`config.mk`:
```
export PLATFORM = sky130hd
export DESIGN_NAME = tinysat_ctrl_flat
export DESIGN_NICKNAME = d
export VERILOG_FILES = /design/src/rtl/tinysat_pkg.sv /design/src/rtl/tinysat_ctrl_if.sv /design/src/rtl/tinysat_watchdog.sv /design/src/rtl/tinysat_ctrl.sv /design/src/flat_wrapper.sv
export SDC_FILE = /design/constraint.sdc
export NUM_CORES = 1
export LEC_CHECK = 0
export ABC_AREA = 1
export CORE_ASPECT_RATIO = 2
export CORE_UTILIZATION = 50
export DETAILED_ROUTE_END_ITERATION = 10
export PLACE_DENSITY = 0.87
export SLEW_MARGIN = 40
export SYNTH_ARGS = -nofsm -noshare
export SYNTH_HDL_FRONTEND = slang
export SYNTH_SLANG_ARGS = --single-unit
```
`constraint.sdc`:
```
create_clock -name clk -period 2.7 [get_ports clk]
set_input_delay 0.405 -clock clk [delete_from_list [all_inputs] [get_ports clk]]
set_output_delay 0.405 -clock clk [all_outputs]
set_load 0.01 [all_outputs]
```
`src/rtl/tinysat_pkg.sv`:
```
// Shared types and constants for the tinysat host-side controller.
package tinysat_pkg;

  // Controller FSM states.
  typedef enum logic [2:0] {
    S_IDLE   = 3'd0,
    S_CLR    = 3'd1,
    S_PAD    = 3'd2,
    S_LOAD   = 3'd3,
    S_RUN    = 3'd4,
    S_REPORT = 3'd5,
    S_ABORT  = 3'd6
  } state_t;

  // Default core geometry.
  localparam int NUM_BITS         = 4;
  localparam int LOG2_NUM_CLAUSES = 4;
  localparam int NUM_CLAUSES      = 1 << LOG2_NUM_CLAUSES;
  localparam int NUM_LITS         = 3 * NUM_CLAUSES;
  localparam int PAD_LEN          = NUM_CLAUSES;

  // Watchdog defaults: 9-bit cycle counter saturating at 511.
  localparam int DEF_RUN_TIMEOUT  = 320;
  localparam int CYC_W            = 9;
  localparam logic [CYC_W-1:0] CYC_MAX = '1;

endpackage

```
`src/rtl/tinysat_ctrl_if.sv`:
```
// Host-facing bundle: job control, literal stream and result record.
//
// Literal stream: a nibble moves on every rising clock edge where
// lit_valid && lit_ready are both high; lit_data must be stable while
// lit_valid is high, and lit_ready never depends combinationally on
// lit_valid. Result record: result_valid stays high with all result_*
// fields frozen until the edge where result_ack is seen high.
interface tinysat_ctrl_if #(
  parameter int NUM_BITS = 4
);
  logic                start;
  logic                abort;
  logic                lit_valid;
  logic [3:0]          lit_data;
  logic                lit_ready;
  logic                busy;
  logic                result_valid;
  logic                result_ack;
  logic                result_sat;
  logic                result_timeout;
  logic [NUM_BITS-1:0] result_x;
  logic [8:0]          result_cycles;

  modport master (
    output start, abort, lit_valid, lit_data, result_ack,
    input  lit_ready, busy, result_valid, result_sat, result_timeout,
           result_x, result_cycles
  );

  modport slave (
    input  start, abort, lit_valid, lit_data, result_ack,
    output lit_ready, busy, result_valid, result_sat, result_timeout,
           result_x, result_cycles
  );
endinterface

```
`src/rtl/tinysat_watchdog.sv`:
```
// Saturating RUN-cycle counter; o_next is the count including the current
// enabled cycle, o_expired flags that this cycle reaches RUN_TIMEOUT.
module tinysat_watchdog #(
  parameter int RUN_TIMEOUT = 320
) (
  input  logic       clk,
  input  logic       rst,
  input  logic       i_clr,
  input  logic       i_en,
  output logic [8:0] o_next,
  output logic       o_expired
);
  import tinysat_pkg::*;

  logic [CYC_W-1:0] r_count;
  logic [CYC_W-1:0] w_inc;

  // Saturating increment of the running count.
  always_comb begin
    w_inc = (r_count == CYC_MAX) ? r_count : r_count + 1'b1;
  end

  assign o_next    = w_inc;
  assign o_expired = i_en && (int'(w_inc) >= RUN_TIMEOUT);

  // Counter register: clear wins over enable.
  always_ff @(posedge clk or posedge rst) begin
    if (rst) begin
      r_count <= '0;
    end else if (i_clr) begin
      r_count <= '0;
    end else if (i_en) begin
      r_count <= w_inc;
    end
  end

endmodule

```
`src/rtl/tinysat_ctrl.sv`:
```
// Host-side sequencer for the tinysat solver core: clears the core, pads
// slot 0, streams the host literals in, supervises the search and returns
// a one-shot result record. All outputs come straight from registers.
module tinysat_ctrl #(
  parameter int NUM_BITS         = tinysat_pkg::NUM_BITS,
  parameter int LOG2_NUM_CLAUSES = tinysat_pkg::LOG2_NUM_CLAUSES,
  parameter int RUN_TIMEOUT      = tinysat_pkg::DEF_RUN_TIMEOUT
) (
  input  logic                clk,
  input  logic                reset,
  tinysat_ctrl_if.slave       host,
  output logic                core_reset,
  output logic                core_load,
  output logic                core_run,
  output logic [3:0]          core_data,
  input  logic [NUM_BITS-1:0] core_x,
  input  logic                core_sol,
  input  logic                core_done,
  output tinysat_pkg::state_t dbg_state
);
  import tinysat_pkg::*;

  localparam int L_NUM_CLAUSES = 1 << LOG2_NUM_CLAUSES;
  localparam int L_NUM_LITS    = 3 * L_NUM_CLAUSES;
  localparam int L_PAD_LEN     = L_NUM_CLAUSES;
  localparam int CNT_W         = $clog2(L_NUM_LITS);

  state_t              r_state, w_state;
  logic [CNT_W-1:0]    r_cnt, w_cnt;
  logic                r_core_reset, w_core_reset;
  logic                r_core_load, w_core_load;
  logic                r_core_run, w_core_run;
  logic [3:0]          r_core_data, w_core_data;
  logic                r_lit_ready, w_lit_ready;
  logic                r_busy, w_busy;
  logic                r_result_valid, w_result_valid;
  logic                r_result_sat, r_result_timeout;
  logic [NUM_BITS-1:0] r_result_x;
  logic [CYC_W-1:0]    r_result_cycles;
  logic                w_capture, w_cap_sat, w_cap_timeout;
  logic                w_wd_clr, w_wd_en, w_wd_expired;
  logic [CYC_W-1:0]    w_wd_next;

  assign w_wd_clr = (r_state != S_RUN);
  assign w_wd_en  = r_core_run;

  tinysat_watchdog #(
    .RUN_TIMEOUT (RUN_TIMEOUT)
  ) u_watchdog (
    .clk       (clk),
    .rst       (reset),
    .i_clr     (w_wd_clr),
    .i_en      (w_wd_en),
    .o_next    (w_wd_next),
    .o_expired (w_wd_expired)
  );

  // Next state and next registered outputs; abort overrides everything.
  always_comb begin
    w_state        = r_state;
    w_cnt          = r_cnt;
    w_core_reset   = 1'b0;
    w_core_load    = 1'b0;
    w_core_run     = 1'b0;
    w_core_data    = 4'h0;
    w_lit_ready    = 1'b0;
    w_result_valid = 1'b0;
    w_capture      = 1'b0;
    w_cap_sat      = 1'b0;
    w_cap_timeout  = 1'b0;

    case (r_state)
      S_IDLE: begin
        if (host.start && !host.abort) begin
          w_state      = S_CLR;
          w_core_reset = 1'b1;
        end
      end
      S_CLR: begin
        w_state     = S_PAD;
        w_cnt       = '0;
        w_core_load = 1'b1;
      end
      S_PAD: begin
        if (r_cnt == CNT_W'(L_PAD_LEN - 1)) begin
          w_state     = S_LOAD;
          w_cnt       = '0;
          w_lit_ready = 1'b1;
        end else begin
          w_cnt       = r_cnt + 1'b1;
          w_core_load = 1'b1;
        end
      end
      S_LOAD: begin
        w_lit_ready = 1'b1;
        if (host.lit_valid && r_lit_ready) begin
          w_core_load = 1'b1;
          w_core_data = host.lit_data;
          if (r_cnt == CNT_W'(L_NUM_LITS - 1)) begin
            w_state     = S_RUN;
            w_lit_ready = 1'b0;
          end else begin
            w_cnt = r_cnt + 1'b1;
          end
        end
      end
      S_RUN: begin
        // The first RUN cycle keeps core_run low so the last core_load
        // pulse never overlaps it.
        w_core_run = 1'b1;
        if (r_core_run && core_done) begin
          w_capture  = 1'b1;
          w_cap_sat  = core_sol;
          w_core_run = 1'b0;
          w_state    = S_REPORT;
        end else if (w_wd_expired) begin
          w_capture     = 1'b1;
          w_cap_timeout = 1'b1;
          w_core_run    = 1'b0;
          w_state       = S_REPORT;
        end
      end
      S_REPORT: begin
        w_result_valid = 1'b1;
        if (r_result_valid && host.result_ack) begin
          w_state        = S_IDLE;
          w_result_valid = 1'b0;
        end
      end
      S_ABORT: begin
        w_state = S_IDLE;
      end
      default: begin
        w_state = S_IDLE;
      end
    endcase

    if (host.abort && (r_state != S_IDLE) && (r_state != S_ABORT)) begin
      w_state        = S_ABORT;
      w_core_reset   = 1'b1;
      w_core_load    = 1'b0;
      w_core_run     = 1'b0;
      w_core_data    = 4'h0;
      w_lit_ready    = 1'b0;
      w_result_valid = 1'b0;
      w_capture      = 1'b0;
    end

    w_busy = (w_state != S_IDLE);
  end

  // State, counter and output registers; result fields load only on capture.
  always_ff @(posedge clk or posedge reset) begin
    if (reset) begin
      r_state          <= S_IDLE;
      r_cnt            <= '0;
      r_core_reset     <= 1'b1;
      r_core_load      <= 1'b0;
      r_core_run       <= 1'b0;
      r_core_data      <= 4'h0;
      r_lit_ready      <= 1'b0;
      r_busy           <= 1'b0;
      r_result_valid   <= 1'b0;
      r_result_sat     <= 1'b0;
      r_result_timeout <= 1'b0;
      r_result_x       <= '0;
      r_result_cycles  <= '0;
    end else begin
      r_state        <= w_state;
      r_cnt          <= w_cnt;
      r_core_reset   <= w_core_reset;
      r_core_load    <= w_core_load;
      r_core_run     <= w_core_run;
      r_core_data    <= w_core_data;
      r_lit_ready    <= w_lit_ready;
      r_busy         <= w_busy;
      r_result_valid <= w_result_valid;
      if (w_capture) begin
        r_result_sat     <= w_cap_sat;
        r_result_timeout <= w_cap_timeout;
        r_result_x       <= core_x;
        r_result_cycles  <= w_wd_next;
      end
    end
  end

  assign core_reset          = r_core_reset;
  assign core_load           = r_core_load;
  assign core_run            = r_core_run;
  assign core_data           = r_core_data;
  assign host.lit_ready      = r_lit_ready;
  assign host.busy           = r_busy;
  assign host.result_valid   = r_result_valid;
  assign host.result_sat     = r_result_sat;
  assign host.result_timeout = r_result_timeout;
  assign host.result_x       = r_result_x;
  assign host.result_cycles  = r_result_cycles;
  assign dbg_state           = r_state;

endmodule

```
`src/flat_wrapper.sv`:
```
// flat-port wrapper written by rule: the top's interface ports become plain ports
module tinysat_ctrl_flat import tinysat_pkg::*;
#(
  parameter int NUM_BITS         = tinysat_pkg::NUM_BITS,
  parameter int LOG2_NUM_CLAUSES = tinysat_pkg::LOG2_NUM_CLAUSES,
  parameter int RUN_TIMEOUT      = tinysat_pkg::DEF_RUN_TIMEOUT
)
  (clk, reset, core_reset, core_load, core_run, core_data, core_x, core_sol, core_done, dbg_state, host_start, host_abort, host_lit_valid, host_lit_data, host_result_ack, host_lit_ready, host_busy, host_result_valid, host_result_sat, host_result_timeout, host_result_x, host_result_cycles);
  tinysat_ctrl_if #(.NUM_BITS(NUM_BITS)) host_i ();
  input  logic clk;
  input  logic reset;
  output logic core_reset;
  output logic core_load;
  output logic core_run;
  output logic [3:0] core_data;
  input  logic [NUM_BITS-1:0] core_x;
  input  logic core_sol;
  input  logic core_done;
  output tinysat_pkg::state_t dbg_state;
  input wire logic [$bits(host_i.start)-1:0] host_start;
  input wire logic [$bits(host_i.abort)-1:0] host_abort;
  input wire logic [$bits(host_i.lit_valid)-1:0] host_lit_valid;
  input wire logic [$bits(host_i.lit_data)-1:0] host_lit_data;
  input wire logic [$bits(host_i.result_ack)-1:0] host_result_ack;
  output wire logic [$bits(host_i.lit_ready)-1:0] host_lit_ready;
  output wire logic [$bits(host_i.busy)-1:0] host_busy;
  output wire logic [$bits(host_i.result_valid)-1:0] host_result_valid;
  output wire logic [$bits(host_i.result_sat)-1:0] host_result_sat;
  output wire logic [$bits(host_i.result_timeout)-1:0] host_result_timeout;
  output wire logic [$bits(host_i.result_x)-1:0] host_result_x;
  output wire logic [$bits(host_i.result_cycles)-1:0] host_result_cycles;
  assign host_i.start = host_start;
  assign host_i.abort = host_abort;
  assign host_i.lit_valid = host_lit_valid;
  assign host_i.lit_data = host_lit_data;
  assign host_i.result_ack = host_result_ack;
  assign host_lit_ready = host_i.lit_ready;
  assign host_busy = host_i.busy;
  assign host_result_valid = host_i.result_valid;
  assign host_result_sat = host_i.result_sat;
  assign host_result_timeout = host_i.result_timeout;
  assign host_result_x = host_i.result_x;
  assign host_result_cycles = host_i.result_cycles;
  tinysat_ctrl #(.NUM_BITS(NUM_BITS), .LOG2_NUM_CLAUSES(LOG2_NUM_CLAUSES), .RUN_TIMEOUT(RUN_TIMEOUT)) u_core (.clk(clk), .reset(reset), .host(host_i), .core_reset(core_reset), .core_load(core_load), .core_run(core_run), .core_data(core_data), .core_x(core_x), .core_sol(core_sol), .core_done(core_done), .dbg_state(dbg_state));
endmodule
```
---- Word level (Yosys, flattened, before mapping) ----
Cells that the tools add are included.
word-level totals
  bits in registers ....................... 43
  input bits .............................. 16
  output and inout port bits .............. 28
  logic and storage cells ................. 89
cells by class
  add/sub/neg operators ................... 2
  order comparisons ....................... 1
  equal/unequal tests ..................... 12
  multiplexer cells ....................... 46
  reductions and logical operators ........ 14
operator list
  cell                   count
  $mux W9                3
  $mux W1                25
  $mux W3                8
  $mux W6                3
  $pmux W3 S6            1
  $pmux W6 S3            1
  $mux W4                3
  $add A9 B1 Y9 const B  1
  $eq A9 B9 Y1 const B   1
  $ge A9 B9 Y1 const B   1
  $reduce_bool A3 Y1     3
  $logic_and A1 B1 Y1    7
  $add A6 B1 Y6 const B  1
  $eq A3 B2 Y1 const B   2
  $eq A3 B3 Y1 const B   2
  $eq A6 B4 Y1 const B   1
  $eq A6 B6 Y1 const B   1
  $ne A3 B3 Y1 const B   2
  $eq A3 B1 Y1 const B   1
  $logic_not A3 Y1       1
  $pmux W1 S3            1
  $reduce_and A3 Y1      1
  $ne A2 B1 Y1 const B   1
  $ne A2 B2 Y1 const B   1
  other kinds (3)        3

---- Longest topological paths before layout ----
Gate-level depths: netlist of run 1.
  word-level depth ........................ 9
  depth in mapped cells ................... 13
  depth with buffers taken out ............ 13

---- By module ----
A second synthesis of run 1 with hierarchy kept.
unflattened totals
  cells, all modules ...................... 288
  area, all modules ....................... 2297.2 µm²
by module, submodules not included
  module            instances  cells each  area an instance (µm²)  sequential area each (µm²)
  tinysat_ctrl      1          201         1665.3                  852.1
  tinysat_watchdog  1          87          631.9                   225.2

---- Least setup slack after synthesis of run 1 ----
No wires, ideal clock.
  kind .................................... register -> register
  start point ............................. register u_core.r_cnt[0]
  end point ............................... register u_core.r_busy, in the netlist u_core.host.busy
  library setup time ...................... 0.118 ns
  arrival ................................. 1.482 ns
  data required time ...................... 2.582 ns
  setup slack ............................. 1.100 ns
  cell stages (with the launch flop) ...... 11
  buffers on the path ..................... 0
  clock period less this slack ............ 1.600 ns
  cell sequence ........................... dfrtp_1 > ha_1 > nand3_1 > nor2_1 > nand2_1 > o21ai_0 > inv_1 > nor3_1 > inv_1 > nor2_1 > nand2_1
on the way
  cells in the longest elaborated chain, start to end .. 6
  elaborated cells on any way between the ends .. 8
  classes of those cells .................. eq/ne (2); mux (5); reduce/logical (1)
RTL lines
  element                   RTL line             RTL
  start: declaration        tinysat_ctrl.sv:29   logic [CNT_W-1:0] r_cnt, w_cnt;
  start signal: assignment  tinysat_ctrl.sv:170  r_cnt <= w_cnt;
  $eq A6 B6 Y1              tinysat_ctrl.sv:99   if (r_cnt == CNT_W'(L_NUM_LITS - 1)) begin
  $mux W3                   tinysat_ctrl.sv:99
  $mux W3                   tinysat_ctrl.sv:96   if (host.lit_valid && r_lit_ready) begin
  $pmux W3 S6 (*)           tinysat_ctrl.sv:72   case (r_state)
  $mux W3 (*)               tinysat_ctrl.sv:138  if (host.abort && (r_state != S_IDLE) && (r_state != S_ABORT)) begin
  $reduce_bool A3 Y1 (*)    tinysat_ctrl.sv:149  w_busy = (w_state != S_IDLE);
  via u_core.w_busy         tinysat_ctrl.sv:35   logic r_busy, w_busy;
  end signal: assignment    tinysat_ctrl.sv:176  r_busy <= w_busy;
  end: declaration          tinysat_ctrl.sv:35
The timed path passes the listed nets; every way through them passes the cells marked *.
A chain may end at the register's enable or synchronous reset.

---- Final worst setup path of run 1 ----
Same ends and word-level chain as after synthesis.

==> results of run 1 <==
per-layer routing:
layer | vias up | share of wire [%]
met5 | - | 0
met4 | 0 | 5.2
met3 | 24 | 2.8
met2 | 53 | 58
met1 | 867 | 34
li1 | 910 | -
final cells by class:
cell class              count  share of cell area [%]
multi-input cells         169                    33.4
well taps                  52                    2.39
flip-flops and latches     43                    39.6
inverters                  39                    5.38
repair buffers             44                    16.1
clock buffers               6                    2.67
clock inverters             2                   0.460
worst min-delay path: stages, from the launching register on:
cell and delay, ps:
dfrtp_1 340, nand2_1 50, o21ai_0 60
layout by cell type, fill, tap and decap left out, drive strengths merged, types with 4 or more instances in the layout:
master and instances:
nand2 67, clkdlybuf4s50 43, dfrtp 42, inv 38, nor2 27, nand3 21
o21ai 19, a21oi 10, o22ai 7, clkbuf 6, xor2 4, nand4 4
power by group:
part	total [W]	internal, W	leakage (nW)	switching (W)
clock	0.000401	0.000181	0.0412	0.000220
sequential	0.000959	0.000824	0.565	0.000135
combinational	0.00102	0.000466	0.678	0.000552
total	0.00238	0.00147	1.28	0.000906
worst max path at each step:
| stage | from | end | slack [ps] | cells past startpoint |
|---|---|---|---|---|
| 6_report | u_core.r_cnt[0] | u_core.host.busy | 590 | 10 |
| 5_1_grt | u_core.r_cnt[0] | u_core.host.busy | 480 | 10 |
| 4_1_cts | u_core.r_cnt[0] | u_core.host.busy | 630 | 10 |
| 3_5_place_dp | u_core.r_cnt[0] | u_core.host.busy | 640 | 10 |
| 3_3_place_gp | u_core.r_cnt[0] | u_core.host.busy | 710 | 10 |
| 2_1_floorplan | u_core.r_cnt[0] | u_core.host.busy | 1100 | 10 |
state kept, by name, summed over array words and instances (netlist names):
register	cells
u_core.host.lit_ready	1
u_core.r_cnt	6
u_core.core_data	4
u_core.core_reset	1
u_core.core_run	1
u_core.host.result_sat	1
u_core.dbg_state	3
u_core.host.result_valid	1
u_core.core_load	1
u_core.host.result_timeout	1
u_core.host.busy	1
u_core.host.result_x	4
u_core.u_watchdog.r_count	9
u_core.host.result_cycles	9
metrics by stage:
stage	power, W	setup WS [ps]	instances
6_report	0.00238	591	355
4_1_cts	0.00238	630	355
3_3_place_gp	0.00195	710	347
3_5_place_dp	0.00199	639	347
5_1_grt	0.00251	478	355
2_1_floorplan	0.00151	1100	253
kinds of logic (layout without fill, tap and decap cells):
logic type / count (synthesis) / after routing
AND/OR/NAND/NOR: 122 / 122
XOR/XNOR: 5 / 5
AO/OA/AOI/OAI: 40 / 40
flip-flops: 43 / 43
adder cells (fa/ha/maj): 2 / 2
buffers and inverters: 41 / 91
==> metrics.txt, run 1 <==
Pins Over Slew Limit 0; GP Congestion 0.949; vias in the first global route 1,837; worst rel slew slack 64.1%; Crit path arrival time 2300 ps; CTS root buffer clkbuf_8; fmax 474 MHz; register area 1080 um^2; largest net degree at the start of global routing 44; ys async rst share 100%; via count 1,854; met2 usage 46.6%; RSZ-0062 raised after global routing false; post-synthesis sequential area ratio 49.9%; CTS buffer count 5; compound-gate portion of the synthesized area 12.1%; cell area after synthesis 2160 um^2; Final Hold Fails 0; cts hold-fix bufs 0; largest area contributor in the netlist dfrtp_1; Synth Register Bits 43; Synth Area in Adders 1.16%; die area 4600 um^2; input/output buffers 43; Post-synth top cells nand2_1 (57), dfrtp_1 (42), inv_1 (32); CP cell instances ha_1, nand3_1, nor2_1, nand2_1, o21ai_0, inv_1, nor3_1, inv_1, nor2_1, nand2_1; slowest stage cell, crit path dfrtp_1; clock buffer depth 2; fin crit share 78.1%; Gate Count Post-Synth 253; vias per inst 5.22; Area Growth Syn to Fin 26.0%; share of layout cells above drive strength 1 14.5%; Post-synth EDFFs 0; top-count cell post-synth nand2_1; Worst R2R Start u_core.r_cnt[0]; drt first-iter violations 49; syn nets 271; area of the multi-input gates 908 um^2; WHS 486 ps; Starting Density 52.3%; Cell Rows 33; r2r setup slk 590 ps; total wire length 5080 um; Hold Path Stages 2; post-route ant nets 0; Most Crowded Layer GR met2; delay of the slowest critical-path stage 450 ps; Crit. End Element register; ys flop type dfrtp_1; Post-CTS Resized 0; Clk pin slew, worst setup/hold paths 80 ps; delay-heaviest family, CP simple AND/OR/NAND/NOR gates; initial antenna violation count 0; fin area 2720 um^2; Core ar. 4130 um^2; worst hold path class reg -> reg; post-synthesis xor/xnor area fraction 2.03%; final core occ 65.9%; Crit Path Class reg -> reg; Area after DPL 2640 um^2; min-delay src u_core.host.result_sat; simple-gate share of the synthesized area 26.8%; # nets final 320; actual slew at the worst max-slew pin 538 ps; Worst-Skew Late Latency 300 ps; met3 Usage GRT 3.70%; Die Y-Extent 94.9 um; GR Layer Usage met1 22.4%; synth top area cells dfrtp_1 (49%), nand2_1 (9.9%), inv_1 (5.6%); power density cells 874 nW/um^2; Final min period 2110 ps; WHS Endpoint u_core.host.result_sat; leakage 1.28 nW; Startpoint Class register; TNS Setup 0 ps; Buf/Inv on CP 2; Die Wd 48.5 um; largest family of logic cells by synthesized area simple AND/OR/NAND/NOR gates; Yosys cell types 29; Yosys top cell area share 48.7%; Final Setup Violations 0; first drt pass iteration count 4; number of remaining DRC errors 0; CP max FO 6; Synth Warn # 0; clock skew 6.57 ps; setup bufs post-CTS 0; GRT Overall Usage 24.0%; mux cell area share after synthesis 0%; Reg2Reg Capture Point u_core.host.busy; FF-to-FF path depth 10; Top-Level Pins 44; CTS H-tree lvls 2; Mean Syn Cell Area 8.53 um^2; Max VDD drop 0.624 mV; WP data required 2890 ps; dpl hpwl 4010 um; antenna fix cells 0; CTS sink cnt 43; Max Cap Viol 0; first-pass GRT wire length 8170 um; CTS tree built; # fillers 352; drt wl/cell 14.3 um; gr ovfl total 0; status finished clean
No activity file was read; power rests on OpenSTA's default activity.
==> run 2: changes to the inputs <==
Clock period 2.7 ns to 2.19 ns, I/O delays scaled along.
==> run 2 against run 1 <==
Sequential cell count did not move. Die area did not move. Utilization rose by 0.94 points. Combinational power rose by 21%. Sequential power rose by 24%.
==> metrics.txt, run 2 (synthesized netlist as in run 1, its figures left out) <==
gr ovfl total 0 (unchanged); register area 1080 um^2 (unchanged); # nets final 320 (unchanged); clock buffer depth 2 (unchanged); worst rel slew slack 64.7% (+0.60 points); Max Cap Viol 0 (unchanged); drt wl/cell 13.9 um (-2.9%); area of the multi-input gates 911 um^2 (+0.28%); antenna fix cells 0 (unchanged); Final Setup Violations 0 (unchanged); Startpoint Class register; Starting Density 52.3% (unchanged); Net Sw Frac 36.1% (-2.0 points); fmax 512 MHz (+8.1%); Post-CTS Resized 0 (unchanged); vias in the first global route 1,839 (+0.11%); initial antenna violation count 0 (unchanged); Clk pin slew, worst setup/hold paths 80 ps (about the same); final core occ 66.8% (+0.94 points); delay of the slowest critical-path stage 450 ps (about the same); RSZ-0062 raised after global routing false; leakage 1.30 nW (+1.6%); status finished clean; switching power 0.00111 W (+23%); first-pass GRT wire length 8050 um (-1.5%); total wire length 4930 um (-2.9%); TNS Setup 0 ps (unchanged); Cell Rows 33 (unchanged); Crit path arrival time 2140 ps (-160 ps); setup bufs post-CTS 0 (unchanged); fin crit share 89.1% (+11 points); Area Growth Syn to Fin 27.8%; largest net degree at the start of global routing 44 (unchanged); worst hold path class in -> async; cts hold-fix bufs 0 (unchanged); Pins Over Slew Limit 0 (unchanged); Top-Level Pins 44 (unchanged); Area after DPL 2640 um^2 (unchanged); Final min period 1950 ps (-158 ps); via count 1,817 (-2.0%); die area 4600 um^2 (unchanged); GRT Overall Usage 23.1% (-0.91 points); Crit Path Class reg -> reg; post-route ant nets 0 (unchanged); CP cell instances ha_1, nand3_1, nor2_2, nand2_1, o21ai_1, o21ai_0, nor2_1, nand2_1, nand2_1, nand2_1; drt first-iter violations 38 (-22%); first drt pass iteration count 4 (unchanged); input/output buffers 43 (unchanged); CTS root buffer clkbuf_8; most frequent cells in the layout nand2_1 (57), clkdlybuf4s50_1 (43), dfrtp_1 (42), inv_1 (32), nor2_1 (20); fin area 2760 um^2 (+1.4%); Worst-Skew Late Latency 300 ps (about the same); actual slew at the worst max-slew pin 529 ps (-8.94 ps); clock skew 7.08 ps (+0.509 ps); Pint 0.00197 W (+34%); WP data required 2380 ps (-510 ps); slowest stage cell, crit path dfrtp_1; GP Congestion 1.00 (+5.8%); Sequential Power Share 38.6% (-1.7 points); CTS H-tree lvls 2 (unchanged); CTS buffer count 5 (unchanged); Die Y-Extent 94.9 um (unchanged); Comb power frac 40.0% (-2.8 points); CTS sink cnt 43 (unchanged); dpl hpwl 3840 um (-4.3%); vias per inst 5.12 (-2.0%); Final Hold Fails 0 (unchanged); cell repeated most along the worst path nand2_1; clock share of power 21.4% (+4.5 points); Max VDD drop 0.724 mV (+16%); number of remaining DRC errors 0 (unchanged); CP max FO 6 (unchanged); CTS tree built; power density cells 1120 nW/um^2 (+28%); # fillers 368 (+4.5%); Crit. End Element register; share of layout cells above drive strength 1 15.2% (+0.66 points); commonest non-fill, non-tap cell in the layout nand2_1; Die Wd 48.5 um (unchanged); Core ar. 4130 um^2 (unchanged)
==> run 2: worst paths after layout <==
check / from / end / slack (ps) / cells past startpoint
max: u_core.r_cnt[0] / u_core.host.busy / 240 / 10
min reg2reg: u_core.host.result_x[2] / u_core.host.result_x[2] / 480 / 2
max in group asynchronous: reset / u_core.core_reset / 1370 / 3
max reg2reg: u_core.r_cnt[0] / u_core.host.busy / 240 / 10
min: reset / u_core.core_data[3] / 450 / 3
min in group clk: u_core.host.result_x[2] / u_core.host.result_x[2] / 480 / 2
==> run 2: power by group through the flow <==
| stage | registers (W) | clock network (W) | logic (W) |
|---|---|---|---|
| floorplan | 0.00126 | 0 | 0.000598 |
| global placement | 0.00120 | 0 | 0.00121 |
| CTS | 0.00119 | 0.000672 | 0.00124 |
| finish | 0.00119 | 0.000657 | 0.00123 |
| detailed placement | 0.00120 | 0 | 0.00124 |
| global route | 0.00122 | 0.000696 | 0.00135 |
==> run 2: final cells by class <==
cell class | instances | area share [%]
flip-flops and latches | 43 | 39.0
multi-input cells | 169 | 33.0
repair buffers | 44 | 15.9
inverters | 39 | 5.31
clock buffers | 6 | 2.99
well taps | 52 | 2.36
clock inverters | 2 | 1.41
==> run 2: metal layers <==
| layer | up-vias | GRT usage, % | share of wire (%) |
|---|---|---|---|
| met5 | - | 0 | 0 |
| met4 | 0 | 13.7 | 3.8 |
| met3 | 14 | 3.38 | 2.5 |
| met2 | 49 | 46.2 | 58 |
| met1 | 850 | 21.4 | 35 |
| li1 | 904 | - | - |
==> run 2: critical path: cells and delay by family (launching register included) <==
| family | cells | cell delay (ps) |
|---|---|---|
| and+or+nand+nor | 7 | 810 |
| DFF | 1 | 450 |
| AOI/OAI and AO/OA | 2 | 360 |
| adders and majority gates | 1 | 240 |
==> run 2: through the flow <==
step	worst slack, ps	power [W]	instances	hold slack (ps)
2_1_floorplan	590	0.00186	253	460
4_1_cts	52.4	0.00310	355	471
3_3_place_gp	223	0.00241	347	460
6_report	238	0.00308	355	450
3_5_place_dp	79.5	0.00244	347	472
5_1_grt	38.9	0.00326	355	510
